[src/rtl/bp_fe_bht_ctrl.sv]
// ---------------------------------------------------------------------------
// bp_fe_bht_ctrl
//
// Controller for a single-port branch history table (BHT) of 2-bit
// saturating counters. It sits between the fetch-side prediction reads, the
// backend counter updates and the one table port.
//
// After reset or clear the controller sweeps the whole table and writes the
// counter value 2'b01 (weakly not-taken) to every entry. Reads and updates
// are refused until the sweep is finished. During normal operation, updates
// are placed in a 2-entry queue. The new counter value is computed when the
// update is accepted. Reads are normally given the table port. A pending
// update takes the port only when no read is requested, or when it has
// already lost to reads starve_limit_p times in a row.
//
// Parameters
//   bht_idx_width_p : table index width, table depth els = 2**bht_idx_width_p
//   starve_limit_p  : number of consecutive cycles a queued update may lose
//                     the port to reads before it is forced through
//
// Ports
//   clk_i        : clock, rising edge
//   reset_n_i    : asynchronous active-low reset
//   clear_i      : synchronous request to re-initialise the table
//   r_v_i        : prediction read request
//   r_idx_i      : prediction read index
//   r_ready_o    : read accepted when r_v_i & r_ready_o
//   w_v_i        : counter update request
//   w_idx_i      : update index
//   w_val_i      : counter value that came with the prediction
//   w_taken_i    : resolved branch direction
//   w_ready_o    : update accepted when w_v_i & w_ready_o
//   mem_v_o      : table access valid
//   mem_w_o      : table access is a write (0 = read)
//   mem_idx_o    : table index
//   mem_data_o   : table write data
//   init_done_o  : table initialised, normal operation
// ---------------------------------------------------------------------------
module bp_fe_bht_ctrl #(
  parameter int bht_idx_width_p = 9,
  parameter int starve_limit_p  = 4
) (
  input  logic                       clk_i,
  input  logic                       reset_n_i,
  input  logic                       clear_i,

  input  logic                       r_v_i,
  input  logic [bht_idx_width_p-1:0] r_idx_i,
  output logic                       r_ready_o,

  input  logic                       w_v_i,
  input  logic [bht_idx_width_p-1:0] w_idx_i,
  input  logic [1:0]                 w_val_i,
  input  logic                       w_taken_i,
  output logic                       w_ready_o,

  output logic                       mem_v_o,
  output logic                       mem_w_o,
  output logic [bht_idx_width_p-1:0] mem_idx_o,
  output logic [1:0]                 mem_data_o,

  output logic                       init_done_o
);

  localparam int starve_w = (starve_limit_p < 1) ? 1 : $clog2(starve_limit_p + 1);

  localparam logic [starve_w-1:0]        starve_limit_c = starve_w'(starve_limit_p);
  localparam logic [starve_w-1:0]        starve_one_c   = starve_w'(1);
  localparam logic [bht_idx_width_p-1:0] init_last_c    = {bht_idx_width_p{1'b1}};
  localparam logic [1:0]                 init_val_c     = 2'b01;

  localparam logic [0:0] state_init = 1'b0;
  localparam logic [0:0] state_run  = 1'b1;

  // 2-bit saturating counter step in the resolved direction.
  function automatic logic [1:0] sat_update(input logic [1:0] val,
                                            input logic       taken);
    logic [1:0] res;
    if (taken) begin
      res = (val == 2'b11) ? 2'b11 : val + 2'd1;
    end else begin
      res = (val == 2'b00) ? 2'b00 : val - 2'd1;
    end
    return res;
  endfunction

  // Control state
  logic [0:0]                 state_r;
  logic [bht_idx_width_p-1:0] init_cnt_r;
  logic                       wptr_r;
  logic                       rptr_r;
  logic [1:0]                 count_r;
  logic [starve_w-1:0]        starve_cnt_r;

  // Update queue storage (data only, validity comes from count_r)
  logic [bht_idx_width_p-1:0] fifo_idx_r [2];
  logic [1:0]                 fifo_val_r [2];

  logic run;
  logic fifo_empty;
  logic fifo_full;
  logic starve_hit;
  logic wr_issue;
  logic rd_issue;
  logic enq;
  logic deq;

  assign run        = (state_r == state_run);
  assign fifo_empty = (count_r == 2'd0);
  assign fifo_full  = (count_r == 2'd2);
  assign starve_hit = (starve_cnt_r == starve_limit_c);

  // The queue head goes out when reads leave the port free, or when it has
  // already lost the port too many times in a row. Otherwise a requested
  // read wins.
  assign wr_issue = run & ~fifo_empty & (~r_v_i | starve_hit);
  assign rd_issue = run & ~wr_issue & r_v_i;

  // A full queue refuses an update even if the head leaves in the same
  // cycle. A new entry cannot be issued in the cycle it is written, because
  // the head is always taken from registered storage.
  assign enq = run & w_v_i & ~fifo_full;
  assign deq = wr_issue;

  assign init_done_o = run;
  assign r_ready_o   = run & ~(~fifo_empty & starve_hit);
  assign w_ready_o   = run & ~fifo_full;

  always_comb begin
    mem_v_o    = 1'b0;
    mem_w_o    = 1'b0;
    mem_idx_o  = '0;
    mem_data_o = 2'b00;
    if (!run) begin
      mem_v_o    = 1'b1;
      mem_w_o    = 1'b1;
      mem_idx_o  = init_cnt_r;
      mem_data_o = init_val_c;
    end else if (wr_issue) begin
      mem_v_o    = 1'b1;
      mem_w_o    = 1'b1;
      mem_idx_o  = fifo_idx_r[rptr_r];
      mem_data_o = fifo_val_r[rptr_r];
    end else if (rd_issue) begin
      mem_v_o    = 1'b1;
      mem_w_o    = 1'b0;
      mem_idx_o  = r_idx_i;
      mem_data_o = 2'b00;
    end
  end

  // Init sweep / run state. Clear takes priority over all other state
  // updates. The access shown on the port in the clear cycle is still
  // driven, because the outputs depend only on the current state.
  always_ff @(posedge clk_i or negedge reset_n_i) begin
    if (!reset_n_i) begin
      state_r    <= state_init;
      init_cnt_r <= '0;
    end else if (clear_i) begin
      state_r    <= state_init;
      init_cnt_r <= '0;
    end else if (!run) begin
      init_cnt_r <= init_cnt_r + 1'b1;
      if (init_cnt_r == init_last_c) begin
        state_r <= state_run;
      end
    end
  end

  // Queue pointers and occupancy. The pointers are one bit wide, so they
  // wrap modulo 2 on their own.
  always_ff @(posedge clk_i or negedge reset_n_i) begin
    if (!reset_n_i) begin
      wptr_r  <= 1'b0;
      rptr_r  <= 1'b0;
      count_r <= 2'd0;
    end else if (clear_i) begin
      wptr_r  <= 1'b0;
      rptr_r  <= 1'b0;
      count_r <= 2'd0;
    end else begin
      if (enq) begin
        wptr_r <= ~wptr_r;
      end
      if (deq) begin
        rptr_r <= ~rptr_r;
      end
      case ({enq, deq})
        2'b10:   count_r <= count_r + 2'd1;
        2'b01:   count_r <= count_r - 2'd1;
        default: count_r <= count_r;
      endcase
    end
  end

  // The new counter value is computed here, so the issue path only has to
  // forward stored data.
  always_ff @(posedge clk_i) begin
    if (enq) begin
      fifo_idx_r[wptr_r] <= w_idx_i;
      fifo_val_r[wptr_r] <= sat_update(w_val_i, w_taken_i);
    end
  end

  // Counts the consecutive cycles in which the queue head lost the port to
  // a read. The count stops at the limit. It is cleared when the head is
  // issued or when the queue is empty.
  always_ff @(posedge clk_i or negedge reset_n_i) begin
    if (!reset_n_i) begin
      starve_cnt_r <= '0;
    end else if (clear_i) begin
      starve_cnt_r <= '0;
    end else if (fifo_empty || wr_issue) begin
      starve_cnt_r <= '0;
    end else if (rd_issue && !starve_hit) begin
      starve_cnt_r <= starve_cnt_r + starve_one_c;
    end
  end

endmodule

[config.mk]
export PLATFORM = sky130hd
export DESIGN_NAME = bp_fe_bht_ctrl
export DESIGN_NICKNAME = d
export VERILOG_FILES = /design/src/rtl/bp_fe_bht_ctrl.sv
export SDC_FILE = /design/constraint.sdc
export NUM_CORES = 1
export LEC_CHECK = 0
export ABC_AREA = 1
export BUFFER_PORTS_ARGS = -buffer_cell sky130_fd_sc_hd__buf_2
export CAP_MARGIN = 20
export CORE_MARGIN = 1.5
export CORE_UTILIZATION = 55
export DETAILED_ROUTE_END_ITERATION = 12
export PLACE_DENSITY = 0.92
export SYNTH_ARGS = -nofsm -noshare
export SYNTH_HDL_FRONTEND = slang
export SYNTH_SLANG_ARGS = --single-unit
[constraint.sdc]
create_clock -name clk_i -period 2.5 [get_ports clk_i]
set_input_delay 0.375 -clock clk_i [delete_from_list [all_inputs] [get_ports clk_i]]
set_output_delay 0.375 -clock clk_i [all_outputs]
set_load 0.05 [all_outputs]
==> Word-level counts from Yosys, hierarchy flattened <==
Memory sizes are Yosys's and may differ from the RTL's.
Index checks and enable logic that the tools add are counted.
{ "word_totals": {"word_cells": 77, "inputBits": 26, "mem_count": 2, "mem_bits_ro": 0, "ramBits": 22, "latchBits": 0, "output_inout_bits": 16, "reg_bits": 17} }
{ "memory_table": {"columns": ["memory", "depth", "word_bits", "read_ports", "rd_clocked_by_memory_dff", "write_ports", "line", "source"], "rows": [
  ["fifo_idx_r", 2, 9, 1, 0, 1, "96", "logic [bht_idx_width_p-1:0] fifo_idx_r [2];"],
  ["fifo_val_r", 2, 2, 1, 0, 1, "97", "logic [1:0] fifo_val_r [2];"]
]} }
{ "classes": {"n_mul": 0, "n_addsub": 6, "eq_ne": 7, "muxes": 30, "bitwise": 17, "div_mod_pow": 0, "order_cmp": 0, "shift": 0, "reduce_logical": 9} }
{ "op_table": {"columns": ["cell", "n"], "rows": [
  ["9-bit two-way mux", 5],
  ["1-bit two-way mux", 14],
  ["2-bit two-way mux", 7],
  ["9-bit by 1-bit adder with 9-bit output, second input constant", 1],
  ["1-bit bitwise AND", 9],
  ["9-bit equality test, second input constant", 1],
  ["3-bit two-way mux", 3],
  ["1-bit NOT", 7],
  ["2-bit equality test, second input constant", 3],
  ["3-bit nonzero test", 2],
  ["2-bit by 1-bit adder with 2-bit output, second input constant", 2],
  ["2-bit logical NOT", 2],
  ["2-bit case mux with 2 select lines", 1],
  ["2-bit nonzero test", 2],
  ["2-bit by 1-bit subtractor with 2-bit output, second input constant", 2],
  ["3-bit by 1-bit adder with 3-bit output, second input constant", 1],
  ["3-bit equality test, second input constant", 1],
  ["2-bit by 1-bit equality test with 1-bit output, second input constant", 1],
  ["2-bit inequality test, second input constant", 1],
  ["1-bit logical AND", 1],
  ["1-bit logical NOT", 1],
  ["1-bit logical OR", 1],
  ["1-bit bitwise OR", 1]
]} }

==> Longest topological paths before layout <==
{ "logic_depth": {"word_depth": 11, "ltp_mapped": 9, "mapped_depth_nobuf": 9} }

==> Worst setup path before layout <==
OpenSTA, ideal clock, no wires.
{ "synth_timing": {"path_kind": "register -> output", "start": "reg state_r, in the netlist init_done_o", "end": "out mem_v_o", "path_buffers": 1, "slack_ps": 224, "arrival_time_ps": 1901, "path_stages_with_launch": 7, "required_ps": 2125, "path_cell_list": "dfrtp_1 buf_6 inv_4 nor2_4 nand2_4 nand2_1 or2_1"} }
{ "synth_via": {"elab_chain_cells": 8} }
{ "synth_lines": {"columns": ["element", "line", "source"], "rows": [
  ["from (decl)", "88", "logic [0:0] state_r;"],
  ["from (signal assigned)", "157", "state_r <= state_init;"],
  ["from (signal assigned)", "160", "state_r <= state_init;"],
  ["from (signal assigned)", "165", "state_r <= state_run;"],
  ["1-bit bitwise AND (2 in series)", "116", "assign wr_issue = run & ~fifo_empty & (~r_v_i | starve_hit);"],
  ["1-bit NOT", "117", "assign rd_issue = run & ~wr_issue & r_v_i;"],
  ["1-bit bitwise AND (2 in series)", "117", null],
  ["1-bit two-way mux", "144", "end else if (rd_issue) begin"],
  ["1-bit two-way mux", "139", "end else if (wr_issue) begin"],
  ["1-bit two-way mux *", "134", "if (!run) begin"],
  ["to (decl)", "57", "output logic mem_v_o,"]
]} }
Mark *: on every way between the ends. The rest lies on a longest branch, timed or not.

==> Worst setup path after layout <==
{ "layout_timing": {"start": "reg starve_cnt_r[0]", "end": "out mem_idx_o[2]"} }
{ "layout_via": {"elab_chain_cells": 9} }
{ "layout_lines": {"columns": ["element", "line", "source"], "rows": [
  ["from (decl)", "93", "logic [starve_w-1:0] starve_cnt_r;"],
  ["from (signal assigned)", "216", "starve_cnt_r <= starve_cnt_r + starve_one_c;"],
  ["3-bit equality test *", "111", "assign starve_hit = (starve_cnt_r == starve_limit_c);"],
  ["1-bit bitwise OR *", "116", null],
  ["1-bit bitwise AND *", "116", null],
  ["1-bit NOT", "117", null],
  ["1-bit bitwise AND (2 in series)", "117", null],
  ["9-bit two-way mux", "144", null],
  ["9-bit two-way mux *", "139", null],
  ["9-bit two-way mux *", "134", null],
  ["to (decl)", "59", "output logic [bht_idx_width_p-1:0] mem_idx_o,"]
]} }
Marks and branches as above.

==> metrics.cfg <==
[sta]
drv_slew = 0
relSlewSlack = 0.690
worst_slew_pin_slew_ps = 465
hold_viol_final = 0
clock_skew_ps = 6.12
fin_crit_sh = 0.951
post-route-min-period_ps = 2380
setup_viol = 0
fmax_ghz = 0.420
rsz0062_at_grt = false
finalSetupTns_ps = 0

[cts]
cts-root-buf = clkbuf_4
numClockSinks = 39
postCtsSetupBuffers = 0
cts.path.max_buffers = 2
clkTransAtPathRegs_ps = 120
cts_tree = built
clkLatencyLatePin_ps = 370
htree_num_levels = 2
cts_buffers = 5

[pwr]
peakVddDrop_uv = 447
power_density_nw_per_um2 = 542
leakage_nw = 1.10

[global_route]
met2_usage = 0.376
overflow = 0
grt_util_met3 = 0.0482
grt_pass1_vias = 1649
grt_antenna_before_repair = 0
grt-busiest-layer = met2
use_met1 = 0.300
grt_max_degree = 20
grt_pass1_wl_mm = 7.22
grt_use_total = 0.235

[die]
die_x_um = 63.4
core_um2 = 3420
ios = 42
die-area_um2 = 4010
start_util = 0.586
rows = 21
die_y_um = 63.4

[synth]
synth_simple_gate_area_frac = 0.306
synth_compound_area_frac = 0.0518
synth_edf_count = 22
yosys.area_share.adder = 0.0250
syn-num-nets = 260
synthMuxAreaShare = 0.00500
ys_warn_count = 0
ys_ff_latch = 39
syn-instance-count = 230
synth_top_family_by_area = simple AND/OR/NAND/NOR gates
netlist_area_um2 = 2000
avgSynthCellArea_um2 = 8.71
ys_seq_area_frac = 0.542
synthFlopType = edfxtp_1
async_flop_share = 0.436
synth.distinct_cells = 31
synthXorXnorAreaFrac = 0.00437

[detailed_routing]
first_pass_iters = 4
wl_per_cell_um = 13.3
postRouteAntennaNets = 0
vias = 1741
drt_iter0_markers = 122
drcViolationCount = 0
totalWireLength_mm = 4.27
vias_per_cell = 5.42

[worst_setup_path]
critical_path_class = register to output pin
required_ps = 2120
path_cells = inv_1 -> ha_1 -> nand2_1 -> nand2_1 -> nand2_4 -> inv_4 -> nand2_1 -> nand3_1 -> buf_2
start_kind = register
cpMostUsedCell = nand2_1
slowest_stage = dfrtp_1
worstPathArrival_ps = 2000
reg2reg_depth = 6
cp_slowest_stage_delay_ps = 430
crit_fanout = 16
cp-end-kind = output pin

[cells_and_area]
n_antenna_cell = 0
area_growth_pct = 16.9
final_util = 0.685
fin_nets = 304
layout-drive-gt1-share = 0.229

[flow_run]
drv_cap = 0

[outcome]
status = completed

[placed_design]
place_congestion = 0.876
portBuffers = 41
hpwlAfterDp_mm = 3.03

[hold_path]
min_path_cells = 1
hp-class = input port to register

cell families (layout without fill, tap and decap cells):
kind of cell | Yosys count | in the layout
compound gates | 19 | 19
xor+xnor | 1 | 1
fa+ha+maj | 4 | 4
buf+inv | 29 | 74
flops | 39 | 39
mux | 1 | 1
simple gates | 137 | 137
through the flow:
step	setup slack, ps	power (mW)	hold WS [ps]	instances	area, um2
final	121	1.27	188	321	2340
after global routing	7.37	1.31	169	321	2340
after floorplan	224	0.786	79.4	230	2000
after CTS	76.2	1.27	181	321	2330
after detailed placement	495	0.832	323	312	2240
after global placement	567	0.828	320	312	2240
Yosys cell counts (2+ instances only):
cell type | instances | area [um2]
a21oi_1 | 7 | 35.0
buf_2 | 4 | 20.0
nor3_1 | 2 | 10.0
edfxtp_1 | 22 | 661
o21ai_0 | 9 | 45.0
ha_1 | 4 | 50.1
inv_1 | 18 | 67.6
buf_6 | 2 | 22.5
nand2_1 | 80 | 300
nand4_1 | 12 | 75.1
nor2_1 | 16 | 60.1
inv_2 | 2 | 7.51
nand3_1 | 18 | 90.1
dfrtp_1 | 17 | 425
state kept, by name (all words and copies together), names as in the netlist:
| name | cells |
|---|---|
| init_cnt_r | 9 |
| fifo_val_r | 4 |
| init_done_o | 1 |
| count_r | 2 |
| wptr_r | 1 |
| rptr_r | 1 |
| starve_cnt_r | 3 |
| fifo_idx_r | 18 |
worst paths after layout:
path	endpoint	slack [ps]	startpoint
max in group asynchronous	starve_cnt_r[1]	1770	reset_n_i
worst min-delay path	fifo_idx_r[1][2]	190	w_idx_i[2]
worst max-delay path	mem_idx_o[2]	120	starve_cnt_r[0]
worst max register to register	fifo_val_r[1][0]	950	init_done_o
min in group asynchronous	wptr_r	450	reset_n_i
worst min register to register	init_cnt_r[8]	530	init_cnt_r[8]
worst max-delay path, delay by kind of cell, from the launching register on:
kind,cells,cell delay [ps]
buffers and inverters,3,490
adder cells (fa/ha/maj),1,160
flip-flops,1,430
AND/OR/NAND/NOR,5,550
power by group:
part           switching, mW  internal (mW)  total [mW]
clock network          0.231          0.215       0.446
registers             0.0147          0.691       0.706
logic                 0.0751         0.0412       0.116
total                  0.320          0.948        1.27
metal layers:
layer | up-vias | routed length [um]
li1 | 851 | -
met1 | 786 | 1770
met2 | 94 | 2050
met3 | 10 | 351
met4 | 0 | 91
met5 | - | 0
cell type report:
type                            instances  area [um2]
Clock inverter                          3        47.5
Multi-Input combinational cell        162         786
Inverter                               21        83.8
Tap cell                               46        57.6
Timing Repair Buffer                   45         243
Fill cell                             250        1070
Clock buffer                            5        37.5
Sequential cell                        39        1090
cell usage in the layout (no fill, tap or decap):
master / n
dlygate4sd3_1: 1
dfrtp_1: 17
nand2_1: 80
a21oi_2: 1
xor2_1: 1
nor4_1: 1
nand4_1: 12
nor2_2: 1
or2_1: 1
buf_4: 4
inv_6: 1
o21ai_2: 1
nand3b_1: 1
o21ai_0: 9
nand2_4: 1
buf_2: 39
inv_2: 1
inv_1: 18
nor3_2: 1
nor2_1: 16
nor3b_2: 1
nand2_2: 1
bufinv_16: 1
ha_1: 4
clkbuf_4: 6
clkinv_4: 1
nor3_1: 2
inv_4: 2
nor2_4: 1
a21oi_1: 7
edfxtp_1: 22
a31oi_1: 1
mux2i_1: 1
nand3_1: 18
timing repair:
action / 4_1_cts / 5_1_grt
endpoints found under the setup margin: 0 / 7
endpoints found under the hold margin: 17 / 0
hold buffers: 1 / 0
gates resized for setup: 0 / 4
(Power assumes the default switching activity.)
